File: src/rtl/regfile_sb.sv
// Multi-port register file with ALU/load writeback, same-cycle read forwarding
// and a per-register load scoreboard used by decode to stall on RAW hazards.
module regfile_sb #(
  parameter int DATA_W = 32,
  parameter int ADDR_W = 4,
  parameter int NRD    = 4,
  parameter int BYPASS = 1
) (
  input  logic                     clk,
  input  logic                     Nrst,
  input  logic [NRD*ADDR_W-1:0]    rd_addr_i,
  output logic [NRD*DATA_W-1:0]    rd_data_o,
  output logic [NRD-1:0]           rd_busy_o,
  input  logic                     wr0_en_i,
  input  logic [ADDR_W-1:0]        wr0_addr_i,
  input  logic [DATA_W-1:0]        wr0_data_i,
  input  logic                     wr1_en_i,
  input  logic [ADDR_W-1:0]        wr1_addr_i,
  input  logic [DATA_W-1:0]        wr1_data_i,
  input  logic                     sb_set_i,
  input  logic [ADDR_W-1:0]        sb_addr_i,
  output logic [ADDR_W:0]          pend_cnt_o,
  output logic [DATA_W-1:0]        reg_top_o,
  output logic                     sb_err_o
);

  localparam int NREGS = 1 << ADDR_W;

  logic [DATA_W-1:0] regs_q [NREGS];
  logic [NREGS-1:0]  busy_q, busy_d;
  logic [ADDR_W:0]   pend_cnt_q, pend_cnt_d;
  logic              sb_err_q, sb_err_d;
  logic [ADDR_W-1:0] ra;
  logic [DATA_W-1:0] rv;

  // A new load to the same register wins over the returning one.
  always_comb begin
    busy_d = busy_q;
    if (wr1_en_i) busy_d[wr1_addr_i] = 1'b0;
    if (sb_set_i) busy_d[sb_addr_i] = 1'b1;
    pend_cnt_d = '0;
    for (int r = 0; r < NREGS; r++)
      pend_cnt_d = pend_cnt_d + (ADDR_W+1)'(busy_d[r]);
  end

  always_comb begin
    sb_err_d = sb_err_q;
    if (sb_set_i && busy_q[sb_addr_i] && !(wr1_en_i && wr1_addr_i == sb_addr_i))
      sb_err_d = 1'b1;
    if (wr0_en_i && busy_q[wr0_addr_i] && !(wr1_en_i && wr1_addr_i == wr0_addr_i))
      sb_err_d = 1'b1;
    if (wr1_en_i && !busy_q[wr1_addr_i])
      sb_err_d = 1'b1;
    if (wr0_en_i && wr1_en_i && wr0_addr_i == wr1_addr_i)
      sb_err_d = 1'b1;
  end

  always_comb begin
    rd_data_o = '0;
    rd_busy_o = '0;
    ra        = '0;
    rv        = '0;
    for (int i = 0; i < NRD; i++) begin
      ra = rd_addr_i[i*ADDR_W +: ADDR_W];
      rv = regs_q[ra];
      if (BYPASS != 0) begin
        if (wr0_en_i && wr0_addr_i == ra)      rv = wr0_data_i;
        else if (wr1_en_i && wr1_addr_i == ra) rv = wr1_data_i;
      end
      rd_data_o[i*DATA_W +: DATA_W] = rv;
      rd_busy_o[i] = busy_q[ra] && !(wr1_en_i && wr1_addr_i == ra);
    end
  end

  // wr0 is applied last so it wins an address collision with wr1.
  always_ff @(posedge clk or negedge Nrst) begin
    if (!Nrst) begin
      for (int r = 0; r < NREGS; r++) regs_q[r] <= '0;
      busy_q     <= '0;
      pend_cnt_q <= '0;
      sb_err_q   <= 1'b0;
    end else begin
      if (wr1_en_i) regs_q[wr1_addr_i] <= wr1_data_i;
      if (wr0_en_i) regs_q[wr0_addr_i] <= wr0_data_i;
      busy_q     <= busy_d;
      pend_cnt_q <= pend_cnt_d;
      sb_err_q   <= sb_err_d;
    end
  end

  assign pend_cnt_o = pend_cnt_q;
  assign reg_top_o  = regs_q[NREGS-1];
  assign sb_err_o   = sb_err_q;

endmodule

File: config.mk
export PLATFORM = sky130hd
export DESIGN_NAME = regfile_sb
export DESIGN_NICKNAME = d
export VERILOG_FILES = /design/src/rtl/regfile_sb.sv
export SDC_FILE = /design/constraint.sdc
export NUM_CORES = 2
export LEC_CHECK = 0
export BUFFER_PORTS_ARGS = -buffer_cell sky130_fd_sc_hd__buf_2
export CAP_MARGIN = 30
export CORE_MARGIN = 4
export CORE_UTILIZATION = 30
export CTS_BUF_LIST = sky130_fd_sc_hd__clkbuf_8
export DETAILED_ROUTE_END_ITERATION = 10
export PLACE_DENSITY = 0.53
export SYNTH_ARGS = -nofsm -noshare
export SYNTH_HDL_FRONTEND = slang
export SYNTH_SLANG_ARGS = --single-unit
File: constraint.sdc
create_clock -name clk -period 4.2 [get_ports clk]
set_clock_uncertainty 0.15 [all_clocks]
set_input_delay 0 -clock clk [delete_from_list [all_inputs] [get_ports clk]]
set_output_delay 0 -clock clk [all_outputs]
set_load 0.05 [all_outputs]
After elaboration in Yosys (flattened, before gate mapping)
Cells that the tools add are included.
{"block": "word_totals", "regBits": 534, "inputBits": 97, "output_inout_bits": 170}
{"block": "op_classes", "add_sub_neg": 15, "magnitude_cmp": 17, "eq_ne": 11, "muxes": 52, "bitwise_logic": 9, "reduce_logical": 33}
{"operator": "$bwmux 512", "n": 2}
{"operator": "$mux 512", "n": 2}
{"operator": "$mux 32", "n": 18}
{"operator": "$bmux 32 s4", "n": 4}
{"operator": "$demux 32 s4", "n": 2}
{"operator": "$add 5x1->5", "n": 11}
{"operator": "$eq 4x4->1", "n": 11}
{"operator": "$lt 4x5->1 const B", "n": 7}
{"operator": "$mux 16", "n": 2}
{"operator": "$ge 5x5->1 const B", "n": 6}
{"operator": "$not 4->5", "n": 6}
{"operator": "$bmux 1 s4", "n": 7}
{"operator": "$logic_and 1x1->1", "n": 25}
{"operator": "$and 16x16->16", "n": 1}
{"operator": "$not 16->16", "n": 1}
{"operator": "$or 16x16->16", "n": 1}
{"operator": "$mux 1", "n": 13}
{"operator": "$lt 5x1->1 const B", "n": 2}
{"operator": "$demux 1 s4", "n": 2}
{"operator": "$ge 4x1->1 const B", "n": 2}
{"operator": "$logic_not 1->1", "n": 7}
{"operator": "$add 4x1->5", "n": 1}
{"operator": "$add 3x1->4", "n": 1}
{"operator": "$reduce_bool 4->1", "n": 1}
{"operator": "2 further kinds", "n": 2}

Longest topological paths before layout
{"block": "depth", "depth_word": 24, "ltp_mapped": 17}

Least setup slack after synthesis
Ideal clock, no wire load.
{"block": "synth_path", "kind": "input to register", "startpoint": "input wr1_addr_i[0]", "endpoint": "register pend_cnt_q[4] (netlist: pend_cnt_o[4])", "setup_ps": 64, "arrival_ps": 4135, "setup_slack_ps": -150, "cell_stages": 17, "path_buffers": 3, "cell_sequence": "buf_4 buf_2 nor2_1 nand2_1 buf_4 a22o_1 fa_1 inv_1 fa_1 fa_1 inv_1 fa_1 ha_1 inv_1 fa_1 nor2b_1 o21a_1"}
{"block": "synth_between", "elab_chain_len": 24, "elab_cells_between_ends": 25}
{"element": "start, declared", "line_no": "18", "text": "input logic [ADDR_W-1:0] wr1_addr_i,"}
{"element": "$lt 4x5->1 (not written as such) or $ge 4x1->1 (tied branches)", "line_no": "39", "text": "if (wr1_en_i) busy_d[wr1_addr_i] = 1'b0;"}
{"element": "$logic_and 1x1->1 (not written as such)", "line_no": "39"}
{"element": "$mux 1 (not written as such)", "line_no": "39"}
{"element": "$demux 1 s4 *", "line_no": "39"}
{"element": "$not 16->16 (no line) *"}
{"element": "$and 16x16->16 (no line) *"}
{"element": "$mux 16 *", "line_no": "39"}
{"element": "$or 16x16->16 (no line)"}
{"element": "$mux 16 *", "line_no": "40", "text": "if (sb_set_i) busy_d[sb_addr_i] = 1'b1;"}
{"element": "net busy_d[0]", "line_no": "30", "text": "logic [NREGS-1:0] busy_q, busy_d;"}
{"element": "$add 1x1->2 *", "line_no": "43", "text": "pend_cnt_d = pend_cnt_d + (ADDR_W+1)'(busy_d[r]);"}
{"element": "$add 2x1->3 *", "line_no": "43"}
{"element": "$add 3x1->4 *", "line_no": "43"}
{"element": "$add 4x1->5 *", "line_no": "43"}
{"element": "$add 5x1->5 * (11 in series)", "line_no": "43"}
{"element": "net pend_cnt_d[4]", "line_no": "31", "text": "logic [ADDR_W:0] pend_cnt_q, pend_cnt_d;"}
{"element": "end signal, assigned", "line_no": "86", "text": "pend_cnt_q <= pend_cnt_d;"}
{"element": "end, declared", "line_no": "31"}
The timed path passes the listed nets; every way through them passes the cells marked *.
A chain may end at the register's enable or synchronous reset.

Worst setup path after layout
{"block": "layout_path", "startpoint": "input sb_addr_i[0]", "endpoint": "register pend_cnt_q[1] (netlist: pend_cnt_o[1])"}
{"block": "layout_between", "elab_chain_len": 21, "elab_cells_between_ends": 22}
{"element": "start, declared", "line_no": "21", "text": "input logic [ADDR_W-1:0] sb_addr_i,"}
{"element": "$lt 4x5->1 (not written as such) or $ge 4x1->1 (tied branches)", "line_no": "40"}
{"element": "$logic_and 1x1->1 (not written as such)", "line_no": "40"}
{"element": "$mux 1 (not written as such)", "line_no": "40"}
{"element": "$demux 1 s4 *", "line_no": "40"}
{"element": "$or 16x16->16 (no line) *"}
{"element": "$mux 16 *", "line_no": "40"}
{"element": "net busy_d[0]", "line_no": "30"}
{"element": "$add 1x1->2 *", "line_no": "43"}
{"element": "$add 2x1->3 *", "line_no": "43"}
{"element": "$add 3x1->4 *", "line_no": "43"}
{"element": "$add 4x1->5 *", "line_no": "43"}
{"element": "$add 5x1->5 * (11 in series)", "line_no": "43"}
{"element": "net pend_cnt_d[1]", "line_no": "31"}
Marked as above.

==> impl_results.md <==
- Comb power frac: 43.6%
- Max Cap Viol: 0
- WHS Path Cells: 4
- Setup TNS: 0 ns
- Post-Syn Area: 44200 sq um
- Worst hold path type: input pin to flip-flop
- Worst Path Required: 4.69 ns
- F_max: 0.248 GHz
- Worst-Skew Late Latency: 0.75 ns
- Worst Setup End Kind: flip-flop
- Sequential area share after synthesis: 30.2%
- P_leak: 20.5 nW
- DR iter-0 viols: 5017
- H-Tree Depth: 3
- Yosys warnings: 0
- Syn Area/Cell: 10.3 sq um
- Vias per cell: 6.03
- Worst Slack Setup Final: 0.171 ns
- Clock transition at path regs: 0.06 ns
- Number of enable flip-flop cells after synthesis: 0
- Pint: 13.8 mW
- Clock Sinks: 534
- Dpl hpwl: 123 mm
- GRT Util Overall: 24.9%
- RSZ-0062 raised after global routing: false
- Max Slew Vio Count: 0
- Root buf cell: clkbuf_8
- Initial antenna violation count: 13
- WP data arrival: 4.52 ns
- R2R depth: 9
- Die height: 392 um
- Hold slack: 0.100 ns
- Via count: 38500
- Leading area contributor after synthesis: dfrtp_1
- Drt total wl: 195 mm
- Sequential power share: 34.6%
- # Post-CTS Setup Buffers: 0
- Final ANT Viol Nets: 0
- Switching power: 9.88 mW
- Final min period: 4.03 ns
- Cell variety after synth: 48
- Final setup viols: 0
- Power Density: 470 nW/um^2
- Share of layout cells above drive strength 1: 26.1%
- Area share of the largest cell type after synthesis: 30.2%
- Number of global-route vias before repair: 37200
- Leading cell types by total area after synthesis: dfrtp_1 (30%), mux4_2 (28%), mux2i_1 (12%)
- Run status: finished clean
- Horiz. Die Dim: 392 um
- Nets: 4505
- Rows: 140
- Yosys reg bits: 534
- Final hold vios: 0
- Relative slew slack: 24.2%
- Switching share of power: 41.7%
- Setup WS pre-CTS: 0.0342 ns
- Peak VDD IR: 0.307 mV
- Area Growth Syn to Fin: 13.9%
- # IOs: 267
- Crit start category: input pin
- Post-route DRC: 0
- TritonCTS Buffers: 102
- Drt wl/cell: 30.5 um
- RD Place Congestion: 0.885
- Ys flop type: dfrtp_1
- First-pass detailed-route iteration total: 6
- Clock tree buffer depth: 3
- Clock share of power: 21.8%
- Synthesized instance count: 4315
- Syn nets: 4427
- # port buffers: 266
- Pin count of the biggest net entering global routing: 110
- Max Fanout on Critical Path: 4
- Initial core utilization: 30.3%
- Global-route wire length before repair: 280 mm
- Kind of critical path: input pin to flip-flop
- Core area: 146000 sq um
- Fin crit share: 95.9%
- Asr flop ratio synth: 100%
- TritonCTS clock tree: yes
- Grt ovf: 0
- Die ar.: 154000 sq um
- Worst slew pin tran: 1.13 ns
timing repair:
action | 4_1_cts | 5_1_grt
hold buffers | 126 | 1
endpoints found under the hold margin | 1064 | 7
gates resized for setup | 0 | 4
setup endpoints to repair | 0 | 4
synth_stat cells, types with 2 or more instances:
cell type  instances
a21oi_1          321
a22o_1             6
a22oi_1          262
a31oi_1          130
a32o_1             2
and2_1            10
and3_1             9
buf_1              3
buf_2            135
buf_4             95
buf_6              6
clkbuf_1         329
dfrtp_1          534
fa_1              10
ha_1               5
inv_1             24
mux2i_1          516
mux4_2           543
nand2_1          600
nand2b_1           4
nand3_1           16
nand3_2            4
nor2_1           464
nor2_2             3
nor2b_1           18
nor3_1             9
nor3_2             2
o21ai_0          195
xnor2_1           12
xor2_1            30
sequential cells by signal, summed over array words and instances (netlist names):
name / flops
busy_q: 16
regs_q: 480
reg_top_o: 32
sb_err_o: 1
pend_cnt_o: 5
critical path, cell delays in order:
cell	delay, ns
dlygate4sd3_1	0.54
buf_6	0.11
nor2_1	0.03
dlygate4sd3_1	0.58
and2_4	0.18
a22o_1	0.23
fa_1	0.51
inv_1	0.06
fa_1	0.44
fa_1	0.49
inv_1	0.05
fa_1	0.50
ha_2	0.17
inv_1	0.05
fa_2	0.52
inv_1	0.04
power by group through the flow:
stage	registers [mW]	clock network [mW]	logic, mW
3_3_place_gp	8.07	0	10.0
2_1_floorplan	7.71	0	7.69
6_report	8.19	5.15	10.3
4_1_cts	8.10	5.23	10.3
5_1_grt	8.39	5.45	11.1
3_5_place_dp	8.17	0	10.1
kinds of logic after synthesis:
| family | after synthesis | share of synthesized area [%] |
|---|---|---|
| flops | 534 | 30.2 |
| xor+xnor | 42 | 0.832 |
| simple gates | 1151 | 10.3 |
| mux | 1060 | 39.3 |
| compound gates | 921 | 12.4 |
| buf+inv | 592 | 6.31 |
| fa+ha+maj | 15 | 0.594 |
per-layer routing:
layer  GRT usage (%)  wire (um)
met5               0         21
met1            32.8      76500
met3            5.11      18300
met2            39.6      90400
met4            11.2       9680
worst paths after layout:
path                                      from       endpoint  slack (ns)
worst min-delay path            wr0_data_i[29]    regs_q[253]        0.10
worst max register to register      busy_q[13]       sb_err_o        0.28
worst min register to register       busy_q[5]      busy_q[5]        0.42
worst max-delay path              sb_addr_i[0]  pend_cnt_o[1]        0.17
max in group asynchronous                 Nrst  reg_top_o[13]        2.84
min in group asynchronous                 Nrst    regs_q[241]        0.44
through the flow:
step	util (%)	area [sq um]	cells	power, mW
finish	34.5	50400	6383	23.7
global route	34.5	50400	6382	24.9
CTS	34.4	50300	6379	23.6
detailed placement	32.3	47100	6078	18.3
global placement	32.2	47000	6072	18.1
floorplan	-	44300	4315	15.4
final cells by class:
| type | count | area [sq um] |
|---|---|---|
| Antenna cell | 2 | 5.00 |
| Clock buffer | 123 | 1690 |
| Clock inverter | 52 | 226 |
| Fill cell | 14700 | 95700 |
| Inverter | 24 | 90.1 |
| Multi-Input combinational cell | 3189 | 28400 |
| Sequential cell | 534 | 13400 |
| Tap cell | 1917 | 2400 |
| Timing Repair Buffer | 542 | 4170 |
layout by cell type (no fill, tap or decap), drive strengths merged, types with 2 or more instances in the layout:
master and count:
nand3 20, and3 9, xnor2 12, or2 2, buf 417, nand2 601
inv 62, ha 5, nor4 2, mux4 543, clkbuf 123, xor2 30
clkinv 13, a21oi 321, o21ai 195, nor3b 3, diode 2, a32o 2
nor2b 18, a22o 6, nor3 11, a22oi 262, and2 11, nor2 468
mux2i 516, nand2b 4, dfrtp 534, fa 10, dlygate4sd3 125, a31oi 130
Note: power is estimated with default switching activity, not from simulation.
